## config.mk

```make
export PLATFORM = sky130hd
export DESIGN_NAME = pipelined_addsub
export DESIGN_NICKNAME = d
export VERILOG_FILES = /design/src/rtl/pipelined_addsub.sv
export SDC_FILE = /design/constraint.sdc
export NUM_CORES = 1
export LEC_CHECK = 0
export ABC_AREA = 0
export CORE_AREA = 5 5 281 215
export DETAILED_ROUTE_END_ITERATION = 10
export DIE_AREA = 0 0 286 220
export SLEW_MARGIN = 20
export SYNTH_ARGS = -nofsm -noshare
export SYNTH_HDL_FRONTEND = slang
export SYNTH_SLANG_ARGS = --single-unit
```

## constraint.sdc

```tcl
create_clock -name clk -period 3.25 [get_ports clk]
set_input_delay 0.65 -clock clk [delete_from_list [all_inputs] [get_ports clk]]
set_output_delay 0.65 -clock clk [all_outputs]
set_load 0.01 [all_outputs]
```

## src/rtl/pipelined_addsub.sv

```systemverilog
// Pipelined WIDTH-bit adder/subtractor: the carry chain is cut into STAGES slices, one per clock.
// Define PIPE_ADDSUB_FLAGS_EN to build the registered NZVC flags; otherwise the flag ports read 0.
module pipelined_addsub #(
    parameter int WIDTH  = 64,
    parameter int STAGES = 4
) (
    input  logic             clk,
    input  logic             rst_n,
    input  logic             in_valid,
    output logic             in_ready,
    input  logic [WIDTH-1:0] a_in,
    input  logic [WIDTH-1:0] b_in,
    input  logic             sub_in,
    output logic             out_valid,
    input  logic             out_ready,
    output logic [WIDTH-1:0] sum,
    output logic             flag_n,
    output logic             flag_z,
    output logic             flag_v,
    output logic             flag_c
);
    localparam int SW = WIDTH / STAGES;

    if (STAGES < 1 || STAGES > WIDTH || (WIDTH % STAGES) != 0) begin : g_bad_cfg
        $error("pipelined_addsub: WIDTH must be a multiple of STAGES, 1 <= STAGES <= WIDTH");
    end

    // Handshake: a transfer happens on a side only when its valid and ready are both high
    // at a rising edge. The whole pipe advances together whenever the output slot is free
    // or being drained, so in_ready is that same global enable.
    logic             en;
    logic [WIDTH-1:0] b_cond;

    assign en       = !out_valid || out_ready;
    assign in_ready = en;
    assign b_cond   = sub_in ? ~b_in : b_in;

    // Stages 0..STAGES-2 keep the unconsumed operand bits and the finished low result bits.
    for (genvar k = 0; k < STAGES - 1; k++) begin : g_stage
        localparam int IN_W   = WIDTH - k * SW;
        localparam int REM_W  = IN_W - SW;
        localparam int DONE_W = (k + 1) * SW;

        logic [IN_W-1:0]   a_d, b_d;
        logic              c_d, v_d;
        logic [SW:0]       slice;
        logic [DONE_W-1:0] r_d;
        logic              v_q, c_q;
        logic [REM_W-1:0]  a_q, b_q;
        logic [DONE_W-1:0] r_q;

        if (k == 0) begin : g_head
            assign a_d = a_in;
            assign b_d = b_cond;
            assign c_d = sub_in;
            assign v_d = in_valid;
            assign r_d = slice[SW-1:0];
        end else begin : g_body
            assign a_d = g_stage[k-1].a_q;
            assign b_d = g_stage[k-1].b_q;
            assign c_d = g_stage[k-1].c_q;
            assign v_d = g_stage[k-1].v_q;
            assign r_d = {slice[SW-1:0], g_stage[k-1].r_q};
        end

        assign slice = (SW+1)'(a_d[SW-1:0]) + (SW+1)'(b_d[SW-1:0]) + (SW+1)'(c_d);

        always_ff @(posedge clk or negedge rst_n) begin
            if (!rst_n) begin
                v_q <= 1'b0;
                c_q <= 1'b0;
                a_q <= '0;
                b_q <= '0;
                r_q <= '0;
            end else if (en) begin
                v_q <= v_d;
                c_q <= slice[SW];
                a_q <= a_d[IN_W-1:SW];
                b_q <= b_d[IN_W-1:SW];
                r_q <= r_d;
            end
        end
    end

    // Final stage: top slice, then the full result (and flags) land in the output registers.
    logic [SW-1:0]    fa, fb, f_slice;
    logic             fc, fv;
    logic [WIDTH-1:0] f_sum;
    logic             v_out_q;
    logic [WIDTH-1:0] sum_q;

    if (STAGES == 1) begin : g_single
        assign fa    = a_in;
        assign fb    = b_cond;
        assign fc    = sub_in;
        assign fv    = in_valid;
        assign f_sum = f_slice;
    end else begin : g_tail
        assign fa    = g_stage[STAGES-2].a_q;
        assign fb    = g_stage[STAGES-2].b_q;
        assign fc    = g_stage[STAGES-2].c_q;
        assign fv    = g_stage[STAGES-2].v_q;
        assign f_sum = {f_slice, g_stage[STAGES-2].r_q};
    end

    always_ff @(posedge clk or negedge rst_n) begin
        if (!rst_n) begin
            v_out_q <= 1'b0;
            sum_q   <= '0;
        end else if (en) begin
            v_out_q <= fv;
            sum_q   <= f_sum;
        end
    end

    assign out_valid = v_out_q;
    assign sum       = sum_q;

`ifdef PIPE_ADDSUB_FLAGS_EN
    logic f_co;
    logic n_q, z_q, v_q, c_q;

    assign {f_co, f_slice} = (SW+1)'(fa) + (SW+1)'(fb) + (SW+1)'(fc);

    // fb already holds the conditioned operand, so one overflow rule covers add and subtract.
    always_ff @(posedge clk or negedge rst_n) begin
        if (!rst_n) begin
            n_q <= 1'b0;
            z_q <= 1'b0;
            v_q <= 1'b0;
            c_q <= 1'b0;
        end else if (en) begin
            n_q <= f_sum[WIDTH-1];
            z_q <= (f_sum == '0);
            v_q <= (fa[SW-1] == fb[SW-1]) && (f_sum[WIDTH-1] != fa[SW-1]);
            c_q <= f_co;
        end
    end

    assign flag_n = n_q;
    assign flag_z = z_q;
    assign flag_v = v_q;
    assign flag_c = c_q;
`else
    assign f_slice = fa + fb + SW'(fc);
    assign flag_n  = 1'b0;
    assign flag_z  = 1'b0;
    assign flag_v  = 1'b0;
    assign flag_c  = 1'b0;
`endif

endmodule

```

Yosys cells after proc, flatten, opt, wreduce, memory -nomap -nowiden:

Cells that the tools add are included.

* mux-type cells: 1
* reduce and logical (&&, ||, !) cells: 2
* $add $sub $neg: 8
* bitwise operators: 1

Operators with widths (count)
* 64-bit 2-to-1 mux: 1
* 64-bit inverter: 1
* 16-bit by 16-bit adder with 17-bit output: 3
* 17-bit by 1-bit adder with 17-bit output: 3
* 16-bit by 1-bit adder with 16-bit output: 1
* 16-bit adder: 1
* 1-bit logical NOT: 1
* 1-bit logical OR: 1

* output and inout bits: 70
* register bits: 359
* bits of input ports: 133
* word-level logic and storage cells: 29

Longest topological paths before layout:

* depth after elaboration: 4
* mapped depth: 11
* gate-level depth less buffers: 9

Worst setup path after synthesis:

OpenSTA, ideal clock, no wires.

* path kind: input to register
* from: input port sub_in
* to: register g_stage[0].r_q[13]
* library setup time: 0.094 ns
* required time: 3.156 ns
* stages on the path: 10
* data arrival time: 2.967 ns
* buffers on the path: 2
* slack: 0.189 ns
* path through: buf_6 clkbuf_1 xor2_1 ha_1 and3_1 and3_1 a211o_2 a31oi_4 nor3_2 nor4b_4

* cells in the longest elaborated chain, start to end: 3

Ends and longest elaborated chain
* start: declaration: line 13 `input logic sub_in,`
* 64-bit 2-to-1 mux: line 36 `assign b_cond = sub_in ? ~b_in : b_in;`
* 16-bit by 16-bit adder with 17-bit output: line 66 `assign slice = (SW+1)'(a_d[SW-1:0]) + (SW+1)'(b_d[SW-1:0]) + (SW+1)'(c_d);`
* 17-bit by 1-bit adder with 17-bit output (*): line 66
* end signal: assignment: line 80 `r_q <= r_d;`
* end: declaration: line 50 `logic [DONE_W-1:0] r_q;`

Mark *: on every way between the ends. The rest lies on a longest branch, timed or not.
A chain may end at the register's enable or synchronous reset.

Worst setup path in the final report:

* from: register g_stage[0].c_q
* to: register g_stage[1].r_q[28]

* cells in the longest elaborated chain, start to end: 1

Ends and longest elaborated chain
* start: declaration: line 48 `logic v_q, c_q;`
* start signal: assignment: line 77 `c_q <= slice[SW];`
* 17-bit by 1-bit adder with 17-bit output: line 66
* end signal: assignment: line 80
* end: declaration: line 50

Every way passes these cells.

==> results.md <==
- Fin Hold WS: 0.1063 ns
- Insertion delay to the later sink of the worst-skew pair: 0.53 ns
- Status: complete, no violations
- Mapped cell area: 17,020 sq um
- Drt via density: 4.605
- DP Wirelength: between 20 and 30 mm
- Pleak: 10.09 nW
- Total power: approximately 20 mW
- Main synth FF type: dfrtp_1
- Cell Int Power: 12.76 mW
- Period minus WS final: 2.783 ns
- Initial DRT Pass Iterations: 5
- DRT antenna net count: 0
- Largest net degree at the start of global routing: 199
- Grt ovf: 0
- Hold Crit Class: primary input to async pin
- Vias in the first global route: approximately 13k
- Final nets: 2,294
- Net Switching: ~7.7 mW
- Post-layout util: 36.54%
- Avg WL per Cell: ~14 um
- Placed insts: between 2k and 3k
- Post-synth top cells: nand2_1 (844), dfrtp_1 (359), clkbuf_1 (88), o21ai_1 (71), a21oi_1 (67)
- Worst setup EP type: flop
- Cell Count, Final, Fillers Out: 2,874
- Final setup TNS: 0 ns
- MaxCap Viol Count: 0
- Kind of critical path: flop to flop
- DP Area: just under 20,000 sq um
- Max transition margin: 34.65%
- Arrival @ worst endpoint: 3.17 ns
- Post-synthesis cell count: 1,932
- Final wirelength: 41.24 mm
- Pwr dens: between 900 and 1000 nW/um^2
- Number of synthesized register bits: 359
- Async SR Flop Fraction: between 90% and 100%
- Clock root cell: clkbuf_16
- Row cnt: 77
- Switch share: between 30% and 40%
- Die W: 286 um
- Combinational Power Share: 40.7%
- Maximum vdd drop: 433.0 uV
- Slew @ Worst Pin: 0.9802 ns
- Synth warnings: 0
- Share of cells above drive strength 1: 4.522%
- Seq pwr share: 37.4%
- Final setup fails: 0
- Worst-path clk slew: 0.06 ns
- Die Ht: 220 um
- Synthesized area per cell: approximately 8.8 sq um
- Max-slew violation count: 0
- Hold-fix buffers, CTS: 0
- Distinct cells, synth: 72
- Ports: 203
- Fin area: 21,090 sq um
- Area growth syn-to-layout: 23.94%
- Post-synth EDFFs: 0
- Final hold vios: 0
- Total number of vias: approximately 13k
- CTS tree: built
- GRT Util Overall: 12.89%
- Post-synth top area share: between 50% and 60%
- Starting Density: 29.48%
- Initial antenna violation count: 2
- Dpl ws: 0.08269 ns
- Worst r2r src: g_stage[0].c_q$_DFFE_PN0P_
- Setup Buffers After CTS: 0
- Yosys top cell by area: dfrtp_1
- Resized Gates After CTS: 0
- Worst Setup SP: g_stage[0].c_q$_DFFE_PN0P_
- R2R depth: 8
- CTS H-Tree Depth: 2
- GPL Wtd Cong: 0.8121
- CP max FO: 3
- Seq/Total Area, Yosys: 52.80%
- Filler Cell Count: 5,834
- Detailed Route Iter0 Violations: 786
- Setup Skew: 0.01279 ns
- Core area: between 50,000 and 60,000 sq um
- Req. time, crit path: 3.64 ns
- Ranking of synthesized cells by area: dfrtp_1 (53%), nand2_1 (19%), ha_1 (4.3%)
- Total CTS buffers: 40
- Tcrit/Tclk final: 85.64%
- Worst setup SP type: flop
- RSZ-0062 raised after global routing: false
- Total die area: between 60,000 and 70,000 sq um
- Clk sink count: 359
- Global-route wire length before repair: 67.65 mm
- Most frequent cell after synthesis: nand2_1
- Power share of the clock group: between 20% and 30%
- Buffers on Ports: 198
- Clock buffer depth: 3
- Worst setup margin: 0.4667 ns
- # DRC: 0
- Peak Freq: between 300 and 400 MHz
-- power groups by stage --
stage	combinational [mW]	clock [mW]	sequential, mW
3_5_place_dp	8.38	0	7.72
3_3_place_gp	8.19	0	7.65
5_1_grt	9.43	4.83	7.90
6_report	8.31	4.48	7.63
4_1_cts	8.43	4.65	7.66
2_1_floorplan	5.60	0	7.57
-- sequential cells by signal, summed over array words and instances (netlist names) --
name	count
g_stage.a_q	80
fv	1
fb	16
g_stage.c_q	2
g_stage.b_q	80
out_valid	1
fc	1
g_stage.r_q	96
sum	64
g_stage.v_q	2
fa	16
-- cells by family after synthesis --
group / Yosys count / share of synthesized area, %
AOI/OAI and AO/OA: 281 / 10.32
muxes: 5 / 0.3162
and+or+nand+nor: 1005 / 23.80
DFF: 359 / 52.80
buffers and inverters: 124 / 2.897
adders and majority gates: 66 / 5.162
xor gates and xnor gates: 91 / 4.684
other: 1 / 0.02204
-- final timing paths --
kind	end	slack, ns
max	g_stage[1].r_q[28]$_DFFE_PN0P_	0.47
min	g_stage[0].a_q[21]$_DFFE_PN0P_	0.11
max reg2reg	g_stage[1].r_q[28]$_DFFE_PN0P_	0.47
min reg2reg	sum[8]$_DFFE_PN0P_	0.46
max in group asynchronous	g_stage[0].a_q[42]$_DFFE_PN0P_	2.14
min in group clk	sum[8]$_DFFE_PN0P_	0.46
-- metal layers --
layer / GRT usage [%] / part of all wire [%]
met1: 18.46 / 49
met5: 0 / 0.032
met3: 3.020 / 5.3
met4: 3.263 / 1.8
met2: 19.76 / 44
-- worst max-delay path, stage by stage, from the launching register on --
cell	delay (ns)
dfrtp_1	0.40
fa_1	0.50
fa_1	0.42
a21o_1	0.21
nand4_1	0.11
a21oi_1	0.15
o41ai_1	0.58
xor2_1	0.19
o21ai_1	0.07
-- layout by cell type (no fill, tap or decap), drive strengths merged, types with 5 or more instances in the layout --
cell type and instances:
a21o 30, o21bai 6, nor2 58, fa 7, o21a 17, mux2i 5
nor3 23, xnor2 60, a21oi 67, nor3b 8, o21ai 95, buf 23
inv 24, dfrtp 359, ha 59, nand2 844, nor4b 6, clkbuf 54
o31ai 11, nor2b 8, clkdlybuf4s50 196, a211oi 10, xor2 31, nand3 17
o211ai 6, clkinv 12, a31oi 8, and3 11
-- final cells by class --
cell class | instances | area [sq um] | area share, %
Tap cell | 750 | 938.4 | 4.450
Clock inverter | 16 | 166.4 | 0.7891
Antenna cell | 1 | 2.502 | 0.01187
Multi-Input combinational cell | 1452 | 7557 | 35.84
Timing Repair Buffer | 219 | 2230 | 10.57
Sequential cell | 359 | 8984 | 42.60
Clock buffer | 54 | 1115 | 5.287
Inverter | 23 | 95.09 | 0.4509
Note: power is estimated with default switching activity, not from simulation.
